--- src/rtl/mem_arbiter_pkg.sv ---
// Shared definitions for the single-port memory arbiter: FSM state encoding,
// requester tag, SRAM strobe bundle with its idle value, and default widths.
package mem_arbiter_pkg;

  localparam int ADDR_W_DEF = 16;

  typedef enum logic [2:0] {
    ST_IDLE     = 3'd0,
    ST_RD       = 3'd1,
    ST_WR_SETUP = 3'd2,
    ST_WR_PULSE = 3'd3,
    ST_WR_HOLD  = 3'd4
  } state_t;

  typedef enum logic {
    SRC_IF  = 1'b0,
    SRC_MEM = 1'b1
  } src_t;

  typedef struct packed {
    logic en_n;
    logic oe_n;
    logic we_n;
  } strobe_t;

  localparam strobe_t STROBE_OFF = '{en_n: 1'b1, oe_n: 1'b1, we_n: 1'b1};

endpackage

--- src/rtl/mem_arbiter_if.sv ---
// Bus bundle between the CPU stages, the arbiter and the board SRAM pins.
// The slave modport is the arbiter's view; master is the CPU/SRAM side.
interface mem_arbiter_if #(
  parameter int ADDR_W = 16
);
  logic              if_req;
  logic [15:0]       if_addr;
  logic [15:0]       if_inst;
  logic              if_done;

  logic              mem_rd;
  logic              mem_wr;
  logic [15:0]       mem_addr;
  logic [15:0]       mem_wdata;
  logic [15:0]       mem_rdata;
  logic              mem_done;
  logic              mem_conflict;

  logic [ADDR_W-1:0] ram_addr;
  logic [15:0]       ram_wdata;
  logic [15:0]       ram_rdata;
  logic              ram_en_n;
  logic              ram_oe_n;
  logic              ram_we_n;

  modport slave (
    input  if_req, if_addr, mem_rd, mem_wr, mem_addr, mem_wdata, ram_rdata,
    output if_inst, if_done, mem_rdata, mem_done, mem_conflict,
           ram_addr, ram_wdata, ram_en_n, ram_oe_n, ram_we_n
  );

  modport master (
    output if_req, if_addr, mem_rd, mem_wr, mem_addr, mem_wdata, ram_rdata,
    input  if_inst, if_done, mem_rdata, mem_done, mem_conflict,
           ram_addr, ram_wdata, ram_en_n, ram_oe_n, ram_we_n
  );
endinterface

--- src/rtl/mem_arbiter_sram_strobe_gen.sv ---
// Decodes the arbiter state into active-low SRAM strobes. Output enable is
// only ever asserted in RD and write enable only in WR_PULSE, so the two can
// never overlap; every other state parks the SRAM with all strobes high.
module sram_strobe_gen
  import mem_arbiter_pkg::*;
(
  input  state_t  state,
  output strobe_t strobe
);

  // Pure state decode, idle strobes unless the state says otherwise
  always_comb begin
    strobe = STROBE_OFF;
    case (state)
      ST_RD:       strobe = '{en_n: 1'b0, oe_n: 1'b0, we_n: 1'b1};
      ST_WR_SETUP: strobe = '{en_n: 1'b0, oe_n: 1'b1, we_n: 1'b1};
      ST_WR_PULSE: strobe = '{en_n: 1'b0, oe_n: 1'b1, we_n: 1'b0};
      ST_WR_HOLD:  strobe = '{en_n: 1'b0, oe_n: 1'b1, we_n: 1'b1};
      default:     strobe = STROBE_OFF;
    endcase
  end

endmodule

--- src/rtl/mem_arbiter.sv ---
// Single-port SRAM arbiter shared by instruction fetch and the MEM stage.
// Data accesses win over fetch; a read takes one RD cycle, a write runs
// setup/pulse/hold. Address and store data are latched at grant.
// Optional feature: define MEM_ARB_STARVE_GUARD_EN to force a fetch grant
// after STARVE_MAX consecutive data grants while a fetch is waiting.
module mem_arbiter
  import mem_arbiter_pkg::*;
#(
  parameter int ADDR_W     = ADDR_W_DEF,
  parameter int STARVE_MAX = 4
) (
  input  logic         clk,
  input  logic         rst,
  mem_arbiter_if.slave bus
);

  state_t            state;
  state_t            state_nxt;
  src_t              src;
  logic              grant_if;
  logic              grant_mem_rd;
  logic              grant_wr;
  logic              force_fetch;
  logic              forced_rd;
  logic              data_busy;
  logic              fetch_forced;
  logic [ADDR_W-1:0] ram_addr_q;
  logic [15:0]       ram_wdata_q;
  logic [15:0]       if_inst_q;
  logic [15:0]       mem_rdata_q;
  logic              if_done_q;
  logic              mem_done_q;
  strobe_t           strobe;

`ifdef MEM_ARB_STARVE_GUARD_EN
  localparam int CNT_W = $clog2(STARVE_MAX + 1);

  logic [CNT_W-1:0] starve_cnt;

  assign force_fetch = bus.if_req && (starve_cnt == CNT_W'(STARVE_MAX));

  // Count data grants made while a fetch is waiting; any fetch grant clears it
  always_ff @(posedge clk or negedge rst) begin
    if (!rst) begin
      starve_cnt <= '0;
    end else if (grant_if) begin
      starve_cnt <= '0;
    end else if (grant_mem_rd || grant_wr) begin
      if (!bus.if_req) begin
        starve_cnt <= '0;
      end else if (starve_cnt != CNT_W'(STARVE_MAX)) begin
        starve_cnt <= starve_cnt + CNT_W'(1);
      end
    end
  end
`else
  logic unused_starve_max;

  assign unused_starve_max = (STARVE_MAX > 0);
  assign force_fetch       = 1'b0;
`endif

  // State register; reset drops straight to IDLE so strobes release at once
  always_ff @(posedge clk or negedge rst) begin
    if (!rst) begin
      state <= ST_IDLE;
    end else begin
      state <= state_nxt;
    end
  end

  // Arbitration in IDLE and fixed sequencing through the read/write states
  always_comb begin
    state_nxt    = state;
    grant_if     = 1'b0;
    grant_mem_rd = 1'b0;
    grant_wr     = 1'b0;
    case (state)
      ST_IDLE: begin
        if (force_fetch) begin
          grant_if  = 1'b1;
          state_nxt = ST_RD;
        end else if (bus.mem_wr) begin
          grant_wr  = 1'b1;
          state_nxt = ST_WR_SETUP;
        end else if (bus.mem_rd) begin
          grant_mem_rd = 1'b1;
          state_nxt    = ST_RD;
        end else if (bus.if_req) begin
          grant_if  = 1'b1;
          state_nxt = ST_RD;
        end
      end
      ST_RD:       state_nxt = ST_IDLE;
      ST_WR_SETUP: state_nxt = ST_WR_PULSE;
      ST_WR_PULSE: state_nxt = ST_WR_HOLD;
      ST_WR_HOLD:  state_nxt = ST_IDLE;
      default:     state_nxt = ST_IDLE;
    endcase
  end

  // Latch address/data at grant, capture read data and emit done pulses
  always_ff @(posedge clk or negedge rst) begin
    if (!rst) begin
      src         <= SRC_IF;
      forced_rd   <= 1'b0;
      ram_addr_q  <= '0;
      ram_wdata_q <= '0;
      if_inst_q   <= '0;
      mem_rdata_q <= '0;
      if_done_q   <= 1'b0;
      mem_done_q  <= 1'b0;
    end else begin
      if_done_q  <= 1'b0;
      mem_done_q <= 1'b0;
      if (grant_if || grant_mem_rd || grant_wr) begin
        ram_addr_q <= grant_if ? ADDR_W'(bus.if_addr) : ADDR_W'(bus.mem_addr);
        src        <= grant_if ? SRC_IF : SRC_MEM;
        forced_rd  <= grant_if && force_fetch;
      end
      if (grant_wr) begin
        ram_wdata_q <= bus.mem_wdata;
      end
      if (state == ST_RD) begin
        if (src == SRC_MEM) begin
          mem_rdata_q <= bus.ram_rdata;
          mem_done_q  <= 1'b1;
        end else begin
          if_inst_q <= bus.ram_rdata;
          if_done_q <= 1'b1;
        end
      end
      if (state == ST_WR_HOLD) begin
        mem_done_q <= 1'b1;
      end
    end
  end

  sram_strobe_gen u_strobe (
    .state  (state),
    .strobe (strobe)
  );

  assign data_busy = ((state == ST_RD) && (src == SRC_MEM)) ||
                     (state == ST_WR_SETUP) ||
                     (state == ST_WR_PULSE) ||
                     (state == ST_WR_HOLD);

  assign fetch_forced = ((state == ST_IDLE) && force_fetch) ||
                        ((state == ST_RD) && forced_rd);

  assign bus.mem_conflict = (bus.mem_rd | bus.mem_wr | data_busy) & ~fetch_forced;
  assign bus.if_inst      = if_inst_q;
  assign bus.if_done      = if_done_q;
  assign bus.mem_rdata    = mem_rdata_q;
  assign bus.mem_done     = mem_done_q;
  assign bus.ram_addr     = ram_addr_q;
  assign bus.ram_wdata    = ram_wdata_q;
  assign bus.ram_en_n     = strobe.en_n;
  assign bus.ram_oe_n     = strobe.oe_n;
  assign bus.ram_we_n     = strobe.we_n;

endmodule

--- src/flat_wrapper.sv ---
// flat-port wrapper written by rule: the top's interface ports become plain ports
module mem_arbiter_flat import mem_arbiter_pkg::*;
#(
  parameter int ADDR_W     = ADDR_W_DEF,
  parameter int STARVE_MAX = 4
)
  (clk, rst, bus_if_req, bus_if_addr, bus_mem_rd, bus_mem_wr, bus_mem_addr, bus_mem_wdata, bus_ram_rdata, bus_if_inst, bus_if_done, bus_mem_rdata, bus_mem_done, bus_mem_conflict, bus_ram_addr, bus_ram_wdata, bus_ram_en_n, bus_ram_oe_n, bus_ram_we_n);
  mem_arbiter_if #(.ADDR_W(ADDR_W)) bus_i ();
  input  logic clk;
  input  logic rst;
  input wire logic [$bits(bus_i.if_req)-1:0] bus_if_req;
  input wire logic [$bits(bus_i.if_addr)-1:0] bus_if_addr;
  input wire logic [$bits(bus_i.mem_rd)-1:0] bus_mem_rd;
  input wire logic [$bits(bus_i.mem_wr)-1:0] bus_mem_wr;
  input wire logic [$bits(bus_i.mem_addr)-1:0] bus_mem_addr;
  input wire logic [$bits(bus_i.mem_wdata)-1:0] bus_mem_wdata;
  input wire logic [$bits(bus_i.ram_rdata)-1:0] bus_ram_rdata;
  output wire logic [$bits(bus_i.if_inst)-1:0] bus_if_inst;
  output wire logic [$bits(bus_i.if_done)-1:0] bus_if_done;
  output wire logic [$bits(bus_i.mem_rdata)-1:0] bus_mem_rdata;
  output wire logic [$bits(bus_i.mem_done)-1:0] bus_mem_done;
  output wire logic [$bits(bus_i.mem_conflict)-1:0] bus_mem_conflict;
  output wire logic [$bits(bus_i.ram_addr)-1:0] bus_ram_addr;
  output wire logic [$bits(bus_i.ram_wdata)-1:0] bus_ram_wdata;
  output wire logic [$bits(bus_i.ram_en_n)-1:0] bus_ram_en_n;
  output wire logic [$bits(bus_i.ram_oe_n)-1:0] bus_ram_oe_n;
  output wire logic [$bits(bus_i.ram_we_n)-1:0] bus_ram_we_n;
  assign bus_i.if_req = bus_if_req;
  assign bus_i.if_addr = bus_if_addr;
  assign bus_i.mem_rd = bus_mem_rd;
  assign bus_i.mem_wr = bus_mem_wr;
  assign bus_i.mem_addr = bus_mem_addr;
  assign bus_i.mem_wdata = bus_mem_wdata;
  assign bus_i.ram_rdata = bus_ram_rdata;
  assign bus_if_inst = bus_i.if_inst;
  assign bus_if_done = bus_i.if_done;
  assign bus_mem_rdata = bus_i.mem_rdata;
  assign bus_mem_done = bus_i.mem_done;
  assign bus_mem_conflict = bus_i.mem_conflict;
  assign bus_ram_addr = bus_i.ram_addr;
  assign bus_ram_wdata = bus_i.ram_wdata;
  assign bus_ram_en_n = bus_i.ram_en_n;
  assign bus_ram_oe_n = bus_i.ram_oe_n;
  assign bus_ram_we_n = bus_i.ram_we_n;
  mem_arbiter #(.ADDR_W(ADDR_W), .STARVE_MAX(STARVE_MAX)) u_core (.clk(clk), .rst(rst), .bus(bus_i));
endmodule
--- config.mk ---
export PLATFORM = sky130hd
export DESIGN_NAME = mem_arbiter_flat
export DESIGN_NICKNAME = d
export VERILOG_FILES = /design/src/rtl/mem_arbiter_pkg.sv /design/src/rtl/mem_arbiter_if.sv /design/src/rtl/mem_arbiter_sram_strobe_gen.sv /design/src/rtl/mem_arbiter.sv /design/src/flat_wrapper.sv
export SDC_FILE = /design/constraint.sdc
export NUM_CORES = 1
export LEC_CHECK = 0
export ABC_AREA = 1
export CAP_MARGIN = 15
export CORE_MARGIN = 5
export CORE_UTILIZATION = 40
export DETAILED_ROUTE_END_ITERATION = 7
export PLACE_DENSITY = 0.77
export REMOVE_ABC_BUFFERS = 1
export SYNTH_ARGS = -nofsm -noshare
export SYNTH_HDL_FRONTEND = slang
export SYNTH_HIERARCHICAL = 1
export SYNTH_SLANG_ARGS = --single-unit
--- constraint.sdc ---
create_clock -name clk -period 2.1 [get_ports clk]
set_clock_uncertainty 0.15 [all_clocks]
set_input_delay 0.315 -clock clk [delete_from_list [all_inputs] [get_ports clk]]
set_output_delay 0.315 -clock clk [all_outputs]
set_load 0.02 [all_outputs]
Word-level counts from Yosys, hierarchy flattened. Cells that the tools add are included.

Bits in registers: 70. Latch bits: 0. Memory bits (writable): 0. ROM bits: 0. Input port bits: 69. Output and inout bits: 70. Word-level logic and storage cells: 47. Memories kept: 0.

$add $sub $neg: 0. Multipliers: 0. Div/mod/pow operators: 0. Magnitude comparators: 0. Eq/ne operators: 5. Shifts and indexed selects: 0. Multiplexer cells: 21. Bitwise logic cells: 3. Reductions and logical operators: 10.

Operator list (count): $pmux W3 S3 (2); $mux W16 (1); $mux W1 (15); $mux W3 (3); $eq A3 B2 Y1 const B (2); $logic_or A1 B1 Y1 (5); $ne A4 B4 Y1 const B (1); $reduce_and A2 Y1 (2); $eq A3 B1 Y1 const B (1); $eq A3 B3 Y1 const B (1); $logic_not A3 Y1 (1); $or A1 B1 Y1 (2); $reduce_or A2 Y1 (1); $logic_and A1 B1 Y1 (1); $not A1 Y1 (1).

Logic depth before layout (Yosys ltp).
Depth after elaboration: 6. Gate-level depth with buffers: 8. Mapped depth without buffers: 7.

By module. Netlist, hierarchy kept.

By module, submodules not included: mem_arbiter (times used 1, cells each 358, area an instance 3039.2 µm², seq. area each 1751.7 µm²); sram_strobe_gen (times used 1, cells each 10, area an instance 41.3 µm², seq. area each 0.0 µm²).

Worst setup path after synthesis. Ideal clock, no wire load.

Path type: reg-to-output. Start point: register u_core.state[2]. End point: output port bus_mem_conflict. Arrival: 1.171 ns. Path slack: 0.464 ns. Cell stages (with the launch flop): 5. Path buffers: 1. Path through: dfrtp_1 -> inv_1 -> nand3_2 -> buf_2 -> nand4_1.

Longest elaborated chain between the ends: 6.

Ends and longest elaborated chain: start, declared (line mem_arbiter.sv:17) `state_t state;`; start signal, assigned (line mem_arbiter.sv:68) `state <= state_nxt;`; $eq A3 B1 Y1 (line mem_arbiter.sv:144) `assign data_busy = ((state == ST_RD) && (src == SRC_MEM)) ||`; $logic_and A1 B1 Y1 (line mem_arbiter.sv:144); $logic_or A1 B1 Y1 (line mem_arbiter.sv:144); $logic_or A1 B1 Y1 (line mem_arbiter.sv:145) `(state == ST_WR_SETUP) ||`; $logic_or A1 B1 Y1 * (line mem_arbiter.sv:146) `(state == ST_WR_PULSE) ||`; $or A1 B1 Y1 * (line mem_arbiter.sv:152) `assign bus.mem_conflict = (bus.mem_rd | bus.mem_wr | data_busy) & ~fetch_forced;`; end, declared (line flat_wrapper.sv:22) `output wire logic [$bits(bus_i.mem_conflict)-1:0] bus_mem_conflict;`.

Mark *: on every way between the ends. The rest lies on a longest branch, timed or not.

Final worst setup path.
Start point: register u_core.state[1]. End point: output port bus_ram_oe_n.

Longest elaborated chain between the ends: 3.

Ends and longest elaborated chain: $eq A3 B2 Y1 or $eq A3 B3 Y1 (tied branches) (line mem_arbiter_sram_strobe_gen.sv:14) `case (state)`; $reduce_or A2 Y1 (no source line); $pmux W3 S3 * (line mem_arbiter_sram_strobe_gen.sv:14); end, declared (line flat_wrapper.sv:26) `output wire logic [$bits(bus_i.ram_oe_n)-1:0] bus_ram_oe_n;`.

Marks and branches as above.

==> results_dict.tcl <==
set metrics [dict create \
    num_rows 32 \
    drv_slew 0 \
    max-cap-violations 0 \
    cp-start-kind "register" \
    final_common_cell "clkdlybuf4s50_1" \
    required_ns 1.63 \
    drcViolationCount 0 \
    grt_start_max_net_pins 71 \
    clock_latency_ns 0.33 \
    end_kind "output port" \
    io_buffers 138 \
    fin_nets 579 \
    dpl_cell_area_um2 4560 \
    ant_nets 0 \
    grt_util_all_layers_pct 16.9 \
    wire_per_inst_um 12.8 \
    place_congestion 0.769 \
    mostFrequentLayoutCells "135 x clkdlybuf4s50_1, 120 x nand2_1, 67 x dfrtp_1" \
    cts_setup_buffers 0 \
    clkTransAtPathRegs_ns 0.08 \
    drt_iter0_drc 107 \
    worst_pin_slew_ns 0.360 \
    antenna_cells 0 \
    rsz0062_at_grt "false" \
    dieArea_um2 9560 \
    synth_cell_type_count 23 \
    cts_buffers 9 \
    drtPass1Iterations 4 \
    leakagePower_nw 2.40 \
    synth_area_um2 3080 \
    n_fill_cell 657 \
    htreeDepth 3 \
    hold_violations 0 \
    max_freq_ghz 0.505 \
    grt_pass1_wl_um 13400 \
    setup_viol 0 \
    syn_inst 368 \
    worstHoldPathType "reg2reg" \
    layoutNonFillerInstCount 616 \
    pre_cts_slack_ns -0.0675 \
    coreArea_um2 7610 \
    die_x_um 97.8 \
    viasPerCell 4.56 \
    ir_drop_mv 0.690 \
    grt_pass1_vias 2837 \
    pin_count 139 \
    fin_hold_ws_ns 0.326 \
    cts_tree "yes" \
    area.growth.synth_to_final_pct 54.6 \
    vias 2809 \
    clockBufferDepth 2 \
    timing.final.crit_share_pct 94.3 \
    antenna_found_initial 0 \
    wl_um 7890 \
    grt.overflow.total 0 \
    critPathMaxFanout 7 \
    ys_warn_count 6 \
    dp_hpwl_um 5770 \
    start_util_pct 40.5 \
    fin_tns_setup_ns 0 \
    drive_gt1_share_pct 7.78 \
    avgSynthCellArea_um2 8.37 \
    ys_seq_elements 70 \
    maxSlewHeadroom_pct 76.0 \
    outcome "completed" \
    path_class "reg2out" \
    cts_root_buffer "clkbuf_8" \
    final_area_um2 4760 \
    fp.dieH_um 97.8 \
    ys_seq_area_share_pct 56.9 \
    finalWorstSetupSlack_ns 0.119 \
    finalCriticalPeriod_ns 1.98 \
    cts.sinks 70 \
    placedCellCount 600 \
    crit_arrival_ns 1.52 \
    pwr_density_cell_nw_per_um2 1520 \
]
## stage by stage
step	utilization (%)	power (W)
after floorplan	-	0.00433
after global placement	60.0	0.00617
after detailed placement	60.0	0.00627
after CTS	62.6	0.00731
after global routing	62.6	0.00775
final	62.6	0.00723
## flip-flops by register name (all words and copies together), names as in the netlist
| signal | count |
|---|---|
| u_core/state | 3 |
| u_core/bus.mem_rdata | 16 |
| u_core/bus.ram_addr | 16 |
| u_core/src | 1 |
| u_core/bus.if_inst | 16 |
| u_core/bus.ram_wdata | 16 |
| u_core/bus.mem_done | 1 |
| u_core/bus.if_done | 1 |
## worst max-delay path: stages (launching register included)
cell,delay (ns)
dfrtp_2,0.43
inv_1,0.07
nand3_1,0.07
clkdlybuf4s50_1,0.62
## cell usage after synthesis
cell / number / area [um^2]
nand3_1: 51 / 255
o21ai_1: 2 / 10.0
buf_2: 11 / 55.1
inv_2: 3 / 11.3
buf_4: 3 / 22.5
inv_1: 57 / 214
o21ai_0: 31 / 155
clkbuf_1: 1 / 3.75
nand2_2: 2 / 12.5
buf_6: 1 / 11.3
dfrtp_1: 70 / 1750
nor2_1: 4 / 15.0
nand2_4: 2 / 22.5
nor2_4: 1 / 11.3
a21boi_0: 1 / 7.51
o211ai_1: 1 / 7.51
a31oi_1: 1 / 6.26
nand4_1: 1 / 6.26
nor2_2: 1 / 6.26
nor2_8: 1 / 20.0
clkinv_2: 1 / 5.00
nand2_1: 120 / 450
nand3_2: 2 / 20.0
## cell type report
cell class / count / area (um^2) / share of cell area (%)
clock buffer: 9 / 124 / 2.60
clock inverter: 6 / 63.8 / 1.34
inverter: 61 / 230 / 4.83
multi-input combinational: 221 / 1010 / 21.1
sequential: 70 / 1760 / 36.9
tap: 102 / 128 / 2.68
timing repair buffer: 147 / 1460 / 30.6
## metal layers
| layer | vias up | global-route usage, % | routed length [um] |
|---|---|---|---|
| li1 | 1420 | - | - |
| met1 | 1278 | 21.6 | 3300 |
| met2 | 103 | 28.2 | 3920 |
| met3 | 8 | 3.93 | 547 |
| met4 | 0 | 5.96 | 116 |
| met5 | - | 0 | 0 |
## final timing paths
| check | from | endpoint | slack, ns | cells past startpoint |
|---|---|---|---|---|
| min in group asynchronous | rst | u_core/bus.mem_rdata[4]$_DFFE_PN0P_ | 0.39 | 3 |
| worst max register to register | u_core/state[0]$_DFFE_PN0P_ | u_core/bus.ram_addr[15]$_DFFE_PN0P_ | 0.35 | 7 |
| worst min register to register | u_core/bus.ram_wdata[7]$_DFFE_PN0P_ | u_core/bus.ram_wdata[7]$_DFFE_PN0P_ | 0.33 | 2 |
| worst min-delay path | u_core/bus.ram_wdata[7]$_DFFE_PN0P_ | u_core/bus.ram_wdata[7]$_DFFE_PN0P_ | 0.33 | 2 |
| worst max-delay path | u_core/state[1]$_DFFE_PN0P_ | bus_ram_oe_n | 0.12 | 3 |
| max in group asynchronous | rst | u_core/state[1]$_DFFE_PN0P_ | 1.12 | 3 |
## report_power, final
group | internal [W] | total [W] | switching, W | leakage [nW]
Sequential | 0.00202 | 0.00240 | 0.000381 | 0.852
Clock | 0.000540 | 0.00103 | 0.000493 | 0.0911
Combinational | 0.00168 | 0.00380 | 0.00212 | 1.46
## what timing repair did
item	4_1_cts	5_1_grt
resized for setup	2	3
endpoints found under the hold margin	70	0
setup endpoints to repair	2	3
hold buffers	1	0
## cell families (layout without fill, tap and decap cells)
| family | after synthesis | after routing | share of synthesized area [%] |
|---|---|---|---|
| buffers and inverters | 77 | 223 | 10.5 |
| and+or+nand+nor | 185 | 185 | 26.6 |
| DFF | 70 | 70 | 56.9 |
| AOI/OAI and AO/OA | 36 | 36 | 6.05 |
(Power assumes the default switching activity.)
